==> src/rtl/mem_port_arbiter_pkg.sv <==
// Shared types and constants for the memory port arbiter.
package mem_port_arbiter_pkg;
    typedef enum logic {OWNER_FETCH, OWNER_DATA} owner_e;
    typedef enum logic {ARB_IDLE, ARB_WAIT} arb_state_e;
    localparam logic [1:0] MEM_SIZE_WORD = 2'b10;
endpackage

==> src/rtl/mem_port_arbiter.sv <==
// Arbitrates the single memory port between instruction fetch and the load/store
// path, tracks one outstanding fixed-latency read and routes its response.
module mem_port_arbiter
    import mem_port_arbiter_pkg::*;
#(
    parameter int AWIDTH     = 32,
    parameter int DWIDTH     = 32,
    parameter int MEM_LAT    = 1,
    parameter int STARVE_MAX = 4
) (
    input  logic              clk,
    input  logic              rst_n,
    input  logic              if_req_valid_i,
    input  logic [AWIDTH-1:0] if_req_addr_i,
    output logic              if_req_ready_o,
    input  logic              if_flush_i,
    output logic              if_rsp_valid_o,
    output logic [DWIDTH-1:0] if_rsp_data_o,
    input  logic              d_req_valid_i,
    input  logic              d_req_we_i,
    input  logic [AWIDTH-1:0] d_req_addr_i,
    input  logic [DWIDTH-1:0] d_req_wdata_i,
    input  logic [1:0]        d_req_size_i,
    output logic              d_req_ready_o,
    output logic              d_rsp_valid_o,
    output logic [DWIDTH-1:0] d_rsp_data_o,
    output logic              mem_ren_o,
    output logic              mem_wren_o,
    output logic [AWIDTH-1:0] mem_addr_o,
    output logic [DWIDTH-1:0] mem_wdata_o,
    output logic [1:0]        mem_size_o,
    input  logic [DWIDTH-1:0] mem_rdata_i
);
    localparam int LW = $clog2(MEM_LAT + 1);
    localparam int SW = $clog2(STARVE_MAX + 1);

    arb_state_e    state_q, state_d;
    owner_e        owner_q, owner_d;
    logic [LW-1:0] lat_cnt_q, lat_cnt_d;
    logic [SW-1:0] starve_cnt_q, starve_cnt_d;
    logic          flushed_q, flushed_d;

    logic rsp_cycle, can_accept, fetch_pri, grant_f, grant_d, read_grant;

    always_comb begin
        rsp_cycle  = (state_q == ARB_WAIT) && (lat_cnt_q == '0);
        can_accept = (state_q == ARB_IDLE) || rsp_cycle;
        fetch_pri  = (starve_cnt_q == SW'(STARVE_MAX)) && if_req_valid_i;
        grant_d    = can_accept && d_req_valid_i && !fetch_pri;
        grant_f    = can_accept && if_req_valid_i && !grant_d;
        read_grant = grant_f || (grant_d && !d_req_we_i);
    end

    always_comb begin
        if_req_ready_o = grant_f;
        d_req_ready_o  = grant_d;
        mem_ren_o      = read_grant;
        mem_wren_o     = grant_d && d_req_we_i;
        mem_addr_o     = '0;
        mem_wdata_o    = '0;
        mem_size_o     = '0;
        if (grant_f) begin
            mem_addr_o = if_req_addr_i;
            mem_size_o = MEM_SIZE_WORD;
        end else if (grant_d) begin
            mem_addr_o  = d_req_addr_i;
            mem_wdata_o = d_req_wdata_i;
            mem_size_o  = d_req_size_i;
        end
    end

    // A flush arriving in the response cycle itself must still kill the pulse.
    always_comb begin
        if_rsp_valid_o = rsp_cycle && (owner_q == OWNER_FETCH) && !flushed_q && !if_flush_i;
        d_rsp_valid_o  = rsp_cycle && (owner_q == OWNER_DATA);
        if_rsp_data_o  = if_rsp_valid_o ? mem_rdata_i : '0;
        d_rsp_data_o   = d_rsp_valid_o ? mem_rdata_i : '0;
    end

    always_comb begin
        state_d      = state_q;
        owner_d      = owner_q;
        lat_cnt_d    = lat_cnt_q;
        starve_cnt_d = starve_cnt_q;
        flushed_d    = flushed_q;

        if (state_q == ARB_WAIT) begin
            if (lat_cnt_q != '0) lat_cnt_d = lat_cnt_q - LW'(1);
            if (owner_q == OWNER_FETCH && if_flush_i) flushed_d = 1'b1;
            if (rsp_cycle) state_d = ARB_IDLE;
        end

        // A new fetch grant starts clean even if a flush landed this cycle.
        if (grant_f) begin
            owner_d   = OWNER_FETCH;
            flushed_d = 1'b0;
        end else if (grant_d && !d_req_we_i) begin
            owner_d = OWNER_DATA;
        end
        if (read_grant) begin
            state_d   = ARB_WAIT;
            lat_cnt_d = LW'(MEM_LAT - 1);
        end

        if (!if_req_valid_i || grant_f) begin
            starve_cnt_d = '0;
        end else if (grant_d && starve_cnt_q != SW'(STARVE_MAX)) begin
            starve_cnt_d = starve_cnt_q + SW'(1);
        end
    end

    always_ff @(posedge clk or negedge rst_n) begin
        if (!rst_n) begin
            state_q      <= ARB_IDLE;
            owner_q      <= OWNER_FETCH;
            lat_cnt_q    <= '0;
            starve_cnt_q <= '0;
            flushed_q    <= 1'b0;
        end else begin
            state_q      <= state_d;
            owner_q      <= owner_d;
            lat_cnt_q    <= lat_cnt_d;
            starve_cnt_q <= starve_cnt_d;
            flushed_q    <= flushed_d;
        end
    end
endmodule

==> config.mk <==
export PLATFORM = sky130hd
export DESIGN_NAME = mem_port_arbiter
export DESIGN_NICKNAME = d
export VERILOG_FILES = /design/src/rtl/mem_port_arbiter_pkg.sv /design/src/rtl/mem_port_arbiter.sv
export SDC_FILE = /design/constraint.sdc
export NUM_CORES = 1
export LEC_CHECK = 0
export ABC_AREA = 1
export ABC_CLOCK_PERIOD_IN_PS = 3100
export CORE_AREA = 4 4 105 107
export DETAILED_ROUTE_END_ITERATION = 10
export DIE_AREA = 0 0 109 111
export PLACE_DENSITY_LB_ADDON = 0.15
export SLEW_MARGIN = 30
export SYNTH_ARGS = -nofsm -noshare
export SYNTH_HDL_FRONTEND = slang
export SYNTH_SLANG_ARGS = --single-unit
export TNS_END_PERCENT = 30
==> constraint.sdc <==
create_clock -name clk -period 3.1 [get_ports clk]
set_input_delay 0.465 -clock clk [delete_from_list [all_inputs] [get_ports clk]]
set_output_delay 0.465 -clock clk [all_outputs]
set_load 0.01 [all_outputs]
; ---- Yosys cells after proc, flatten, opt, wreduce, memory -nomap -nowiden
; Index checks and enable logic that the tools add are counted.
[word_totals]
in_bits = 136
word_cells = 62
reg_bits = 7
output_inout_bits = 136
[classes]
muxes = 21
reduce_logical = 29
bitwise = 3
n_eq_ne = 2
add_sub_neg = 2
[op_table]
columns = cell, n
row1 = $mux W32, 6
row2 = $logic_and A1 B1 Y1, 14
row3 = $mux W1, 11
row4 = $reduce_bool A2 Y1, 5
row5 = $logic_not A1 Y1, 6
row6 = $mux W3, 2
row7 = $mux W2, 2
row8 = $add A3 B1 Y3 const B, 1
row9 = $eq A3 B3 Y1 const B, 1
row10 = $logic_or A1 B1 Y1, 3
row11 = $ne A3 B3 Y1 const B, 1
row12 = $not A1 Y1, 3
row13 = $reduce_and A2 Y1, 1
row14 = $sub A1 B1 Y1 const B, 1

; ---- Logic depth before layout (Yosys ltp)
; Gate-level depths: netlist (run 1).
[depth]
ltp_word = 9
depth_mapped = 8
depth_no_buf = 7

; ---- Worst setup path before layout (run 1)
; Ideal clock, no wire load.
[synth_timing]
path_type = register to output
startpoint = register starve_cnt_q[0]
endpoint = output port mem_addr_o[23]
stages_incl_launch_ff = 8
arrival_time_ns = 1.222
t_required_ns = 2.635
n_path_buf = 1
slack_ns = 1.413
cell_sequence = dfrtp_1 > inv_1 > ha_1 > nand2_2 > a21oi_4 > buf_8 > nand2_2 > nand2_1
[synth_via]
elab_chain_cells = 7
word_cells_on_any_way = 8
cone_classes = eq/ne: 1 / mux: 2 / reduce/logical: 5
[synth_lines]
columns = item, line
row1 = from (decl), mem_port_arbiter.sv:40  ; logic [SW-1:0] starve_cnt_q, starve_cnt_d;
row2 = from (signal assigned), mem_port_arbiter.sv:123  ; starve_cnt_q <= starve_cnt_d;
row3 = $eq A3 B3 Y1, mem_port_arbiter.sv:48  ; fetch_pri = (starve_cnt_q == SW'(STARVE_MAX)) && if_req_valid_i;
row4 = $logic_and A1 B1 Y1, mem_port_arbiter.sv:48
row5 = $logic_not A1 Y1, mem_port_arbiter.sv:49  ; grant_d = can_accept && d_req_valid_i && !fetch_pri;
row6 = $logic_and A1 B1 Y1, mem_port_arbiter.sv:49
row7 = $logic_not A1 Y1, mem_port_arbiter.sv:50  ; grant_f = can_accept && if_req_valid_i && !grant_d;
row8 = $logic_and A1 B1 Y1, mem_port_arbiter.sv:50
row9 = named net if_req_ready_o, mem_port_arbiter.sv:15  ; output logic if_req_ready_o,
row10 = $mux W32, mem_port_arbiter.sv:62  ; if (grant_f) begin
row11 = to (decl), mem_port_arbiter.sv:29  ; output logic [AWIDTH-1:0] mem_addr_o,
; The timed path passes the listed nets, and every way through them passes these cells.

; ---- Final worst setup path (run 1)
[layout_timing]
startpoint = input port d_req_valid_i
endpoint = output port mem_addr_o[8]
[layout_via]
elab_chain_cells = 5
word_cells_on_any_way = 6
cone_classes = mux: 2 / reduce/logical: 4
[layout_lines]
columns = item, line
row1 = from (decl), mem_port_arbiter.sv:19  ; input logic d_req_valid_i,
row2 = $logic_and A1 B1 Y1 * (2 in series), mem_port_arbiter.sv:49
row3 = $logic_not A1 Y1, mem_port_arbiter.sv:50
row4 = $logic_and A1 B1 Y1, mem_port_arbiter.sv:50
row5 = $mux W32 *, mem_port_arbiter.sv:62
; Mark *: on every way between the ends. The rest lies on a longest branch, timed or not.

==> impl_metrics.tcl, run 1 <==
set metrics [dict create \
    pin_count 272 \
    fp.dieArea_sq_mm 0.0121 \
    core_area_sq_mm 0.0101 \
    power.density_mw_per_mm2 181 \
    relSlewSlack_pct 64.6 \
    period_share_pct 84.7 \
    final_cell_mix "clkdlybuf4s50_1 (271), nor2_1 (103), nand2_1 (95)" \
    dp.cells 712 \
    finalMaxSlewViolations 0 \
    start_util_pct 14.1 \
    total_power_uw 780 \
    routedWlPerCell_um 12.1 \
    hold_class "flip-flop to flip-flop" \
    diodes 0 \
    drt_iter0_drc 111 \
    cts_resized 0 \
    ys_ff_latch 6 \
    numCtsBuffers 3 \
    dr_total_vias 2627 \
    fin_tns_setup_ns 0 \
    cts_max_level 1 \
    drc_errors 0 \
    fmax_ghz 0.381 \
    ctsHoldBuffers 0 \
    cts-root-buf "clkbuf_8" \
    period_needed_ns 2.63 \
    grt_pass1_vias 2452 \
    clk-insertion-delay-late_ns 0.22 \
    final_cells 715 \
    postSynthCellCount 314 \
    ys_types 16 \
    track_usage_pct 12.6 \
    mostFrequentLayoutCell "clkdlybuf4s50_1" \
    hold_viol 0 \
    start_kind "primary input" \
    yosys.area.top_type "nor2_1" \
    num-nets-final 719 \
    maxCapViolCount 0 \
    yosys_warnings 0 \
    die_h_um 111 \
    worstMarginPinSlew_ns 0.530 \
    area_growth_pct 202 \
    path_clk_slew_ns 0.04 \
    yosysSeqAreaShare_pct 10.5 \
    required_ns 2.63 \
    rsz0062_at_grt "no" \
    utilization_pct 42.5 \
    postSynthAreaPerCell_sq_um 4.55 \
    grt_first_pass_wirelength_um 12300 \
    setup_viol 0 \
    synth_area_leaders "nor2_1 (27%), nand2_1 (25%), inv_1 (20%)" \
    dp_hpwl_um 7710 \
    fp-row-count 37 \
    crit_path_max_fanout 25 \
    die_x_um 109 \
    syn_nets 452 \
    grt_antenna_before_repair 0 \
    status "completed" \
    fin_worst_skew_ns 0.00186 \
    cp.arrival_ns 2.16 \
    vdd_ir_drop_max_mv 0.0737 \
    vias_per_cell 3.67 \
    setup.worst_path.class "primary input to primary output" \
    grt_overflow_total 0 \
    cts_setup_buffers 0 \
    pre_cts_slack_ns 0.448 \
    grt_max_degree 36 \
    wl_um 8650 \
    layout_setup_ws_ns 0.474 \
    end_kind "primary output" \
    globalplace.congestion 0.821 \
    cts_tree "yes" \
    io_buffers 271 \
    dr.pass1.iters 4 \
    ant_nets 0 \
    netlist_area_sq_mm 0.00143 \
    numClockSinks 6 \
    drive_above_1_share_pct 3.63 \
    clockBufferDepth 2 \
    p_leak_nw 2.09 \
    synth_top_cell_area_share_pct 27.1 \
]
## power breakdown
part,internal (mW),switching [mW],total [mW]
Clock,0.0834,0.0336,0.117
Combinational,0.357,0.218,0.575
Sequential,0.0845,0.00356,0.0880
## sequential cells by signal (all words and copies together), names as in the netlist
| signal | cells |
|---|---|
| starve_cnt_q | 3 |
| state_q | 1 |
| owner_q | 1 |
| flushed_q | 1 |
## layout make-up
| cell class | instances | area, sq um |
|---|---|---|
| well taps | 136 | 170 |
| inverters | 77 | 289 |
| clock buffers | 3 | 41.3 |
| repair buffers | 277 | 2780 |
| multi-input cells | 216 | 876 |
| flip-flops and latches | 6 | 150 |
| fillers | 1030 | 5830 |
## through the flow
stage,instance area [sq um],hold WS (ns)
final,4310,0.457
after global routing,4310,0.481
after CTS,4310,0.464
after detailed placement,4270,0.460
after global placement,4270,0.447
after floorplan,1430,0.169
## path summary, 6_finish.rpt
check | slack [ns] | end | cells past startpoint | startpoint
max | 0.47 | mem_addr_o[8] | 7 | d_req_valid_i
min | 0.46 | starve_cnt_q[0]$_DFFE_PN0P_ | 1 | starve_cnt_q[0]$_DFFE_PN0P_
max reg2reg | 1.78 | starve_cnt_q[2]$_DFFE_PN0P_ | 7 | starve_cnt_q[0]$_DFFE_PN0P_
min reg2reg | 0.46 | starve_cnt_q[0]$_DFFE_PN0P_ | 1 | starve_cnt_q[0]$_DFFE_PN0P_
max in group asynchronous | 2.41 | flushed_q$_DFFE_PN0P_ | 1 | rst_n
min in group asynchronous | 0.48 | starve_cnt_q[2]$_DFFE_PN0P_ | 1 | rst_n
## synth_stat cells, drive strengths merged
library cell,count
clkbuf,3
buf,12
nand2,105
a21oi,2
nand3,2
ha,2
dfrtp,6
inv,77
xnor2,1
o21ai,1
nor2,103
## layer usage
layer  vias to the layer above  global-route usage [%]  wire length (um)  part of all wire, %
li1                       1388                       -                 -                    -
met1                      1062                    11.0              2770                   32
met2                       171                    25.9              4520                   52
met3                         6                    4.66              1240                   14
met4                         0                    3.03               108                  1.2
met5                         -                       0                 0                    0
## critical path: stages
cell	delay (ns)
clkdlybuf4s50_1	0.56
nand2_2	0.09
inv_2	0.18
buf_12	0.20
nand2_1	0.06
nand2_1	0.07
clkdlybuf4s50_1	0.53
## kinds of logic (layout without fill, tap and decap cells)
| group | Yosys count | after routing | share of synthesized area, % |
|---|---|---|---|
| AND/OR/NAND/NOR | 210 | 210 | 57.1 |
| adder cells (fa/ha/maj) | 2 | 2 | 1.75 |
| buffers and inverters | 92 | 357 | 28.1 |
| flip-flops | 6 | 6 | 10.5 |
| XOR/XNOR | 1 | 1 | 0.614 |
| AO/OA/AOI/OAI | 3 | 3 | 1.84 |
(Power assumes the default switching activity.)
==> inputs of run 2 (changes only) <==
ABC_CLOCK_PERIOD_IN_PS = 2500   (was 3100)
CORE_AREA = 4 4 103 105   (was 4 4 105 107)
DIE_AREA = 0 0 107 109   (was 0 0 109 111)
clock period = 2.5 ns   (was 3.1 ns; I/O delays follow)
==> impl_metrics.tcl, run 2 (synthesis results as in run 1) <==
set metrics [dict create \
    path_clk_slew_ns 0.03 \
    fin_tns_setup_ns 0 \
    cpMostUsedCell "nand2_2" \
    largest_reg_flops 3 \
    vdd_ir_drop_max_mv 0.137 \
    start_util_pct 14.8 \
    period_needed_ns 2.40 \
    r2r-start "starve_cnt_q[0]$_DFFE_PN0P_" \
    end_kind "primary output" \
    period_share_pct 95.9 \
    crit_path_max_fanout 17 \
    numCtsBuffers 3 \
    dr.max_layer_used "met4" \
    grt_first_pass_wirelength_um 12400 \
    fp.dieArea_sq_mm 0.0117 \
    drive_above_1_share_pct 4.12 \
    io_buffers 271 \
    start_kind "flip-flop" \
    cts-root-buf "clkbuf_8" \
    max_stage_delay_ns 0.54 \
    power.density_mw_per_mm2 220 \
    wl_met1_um 2930 \
    mostFrequentLayoutCell "clkdlybuf4s50_1" \
    wl_met2_um 4460 \
    route.met3.wl_um 1150 \
    grt_overflow_total 0 \
    cts_max_level 1 \
    die_h_um 109 \
    grt_max_degree 34 \
    cp_slowest_cell "clkdlybuf4s50_1" \
    setup_viol 0 \
    top_register "starve_cnt_q" \
    reg2reg_slack_ns 1.14 \
    fin_worst_skew_ns 0.000920 \
    vias_per_cell 3.70 \
    finalMaxSlewViolations 0 \
    dr.pass1.iters 4 \
    dp_hpwl_um 7630 \
    fp-row-count 36 \
    drc_errors 0 \
    cts_tree "yes" \
    drt_iter0_drc 77 \
    hold_class "primary input to asynchronous set/reset pin" \
    clockBufferDepth 2 \
    grt_pass1_vias 2575 \
    final_cell_mix "clkdlybuf4s50_1 (252), nor2_1 (103), nand2_1 (95)" \
    routedWlPerCell_um 12.1 \
    r2r_end "starve_cnt_q[1]$_DFFE_PN0P_" \
    track_usage_pct 13.2 \
    fillers 1017 \
    numClockSinks 6 \
    wl_um 8680 \
    maxCapViolCount 0 \
    p_leak_nw 2.35 \
    area_growth_pct 209 \
    hold_viol 0 \
    relSlewSlack_pct 77.2 \
    cp.arrival_ns 2.02 \
    required_ns 2.12 \
    num-nets-final 722 \
    die_x_um 107 \
    dr_total_vias 2648 \
    clk-insertion-delay-late_ns 0.22 \
    worstMarginPinSlew_ns 0.343 \
    pin_count 272 \
    diodes 0 \
    setup.worst_path.class "flip-flop to primary output" \
    globalplace.congestion 0.812 \
    grt_antenna_before_repair 0 \
    fmax_ghz 0.417 \
    status "completed" \
    rr_worst_depth 8 \
    total_power_uw 971 \
    crit_chain "inv_1 > ha_1 > nand2_2 > a21oi_4 > buf_12 > nand2_2 > nand2_1 > clkdlybuf4s50_1" \
    ant_nets 0 \
    core_area_sq_mm 0.00964 \
]
[run 2: cell types whose count changed in the layout (fill, tap and decap cells not counted), sizes merged]
cell / previous run / this run
clkdlybuf4s50: 271 / 252
dlymetal6s2s: 0 / 19
buf: 6 / 9
[run 2: final cells by class]
type / instances / area, sq um / area share [%]
timing repair buffer: 280 / 2890 / 65.5
clock buffer: 3 / 41.3 / 0.936
sequential: 6 / 150 / 3.40
multi-input combinational: 216 / 876 / 19.8
inverter: 77 / 289 / 6.55
tap: 133 / 166 / 3.77
[run 2: per-stage QoR]
step | setup WS [ns] | instance area (sq um) | hold WS (ns) | util (%) | std cells
5_1_grt | -0.00331 | 4410 | 0.423 | 45.8 | 715
3_3_place_gp | 0.0873 | 4320 | 0.457 | 44.8 | 711
4_1_cts | 0.0664 | 4360 | 0.401 | 45.2 | 714
3_5_place_dp | 0.0713 | 4320 | 0.462 | 44.8 | 711
6_report | 0.103 | 4410 | 0.394 | 45.8 | 715
2_1_floorplan | 0.903 | 1430 | 0.0794 | - | 314
[run 2: power breakdown]
group          switching, mW  internal (mW)  total (mW)
Combinational          0.272          0.445       0.717
Clock                 0.0409          0.103       0.144
Sequential           0.00464          0.105       0.109
[run 2: worst max-delay path by stage]
| stage | startpoint | end | slack (ns) | depth (start not counted) |
|---|---|---|---|---|
| after global placement | if_req_valid_i | mem_addr_o[5] | 0.09 | 7 |
| after global routing | starve_cnt_q[0]$_DFFE_PN0P_ | mem_addr_o[11] | -0.003 | 8 |
| after floorplan | starve_cnt_q[0]$_DFFE_PN0P_ | mem_addr_o[23] | 0.90 | 7 |
| after detailed placement | if_req_valid_i | mem_addr_o[5] | 0.07 | 7 |
| after CTS | if_req_valid_i | mem_addr_o[5] | 0.07 | 7 |
| final | starve_cnt_q[0]$_DFFE_PN0P_ | mem_addr_o[30] | 0.10 | 8 |
[run 2: worst max-delay path: cells and delay by family, from the launching register on]
| family | cells | cell delay (ns) |
|---|---|---|
| buffers and inverters | 3 | 0.79 |
| flip-flops | 1 | 0.39 |
| AO/OA/AOI/OAI | 1 | 0.25 |
| AND/OR/NAND/NOR | 3 | 0.19 |
| adder cells (fa/ha/maj) | 1 | 0.18 |
[run 2: what timing repair did]
| item | 4_1_cts | 5_1_grt |
|---|---|---|
| hold buffers | 0 | 0 |
| buffers inserted | 0 | 1 |
| resized for setup | 0 | 19 |
| endpoints found under the setup margin | 0 | 22 |
[run 2: per-layer routing]
layer	vias to the layer above	GRT usage, %
met1	1078	12.6
li1	1393	-
met4	0	4.02
met5	-	0
met3	10	5.39
met2	167	25.6
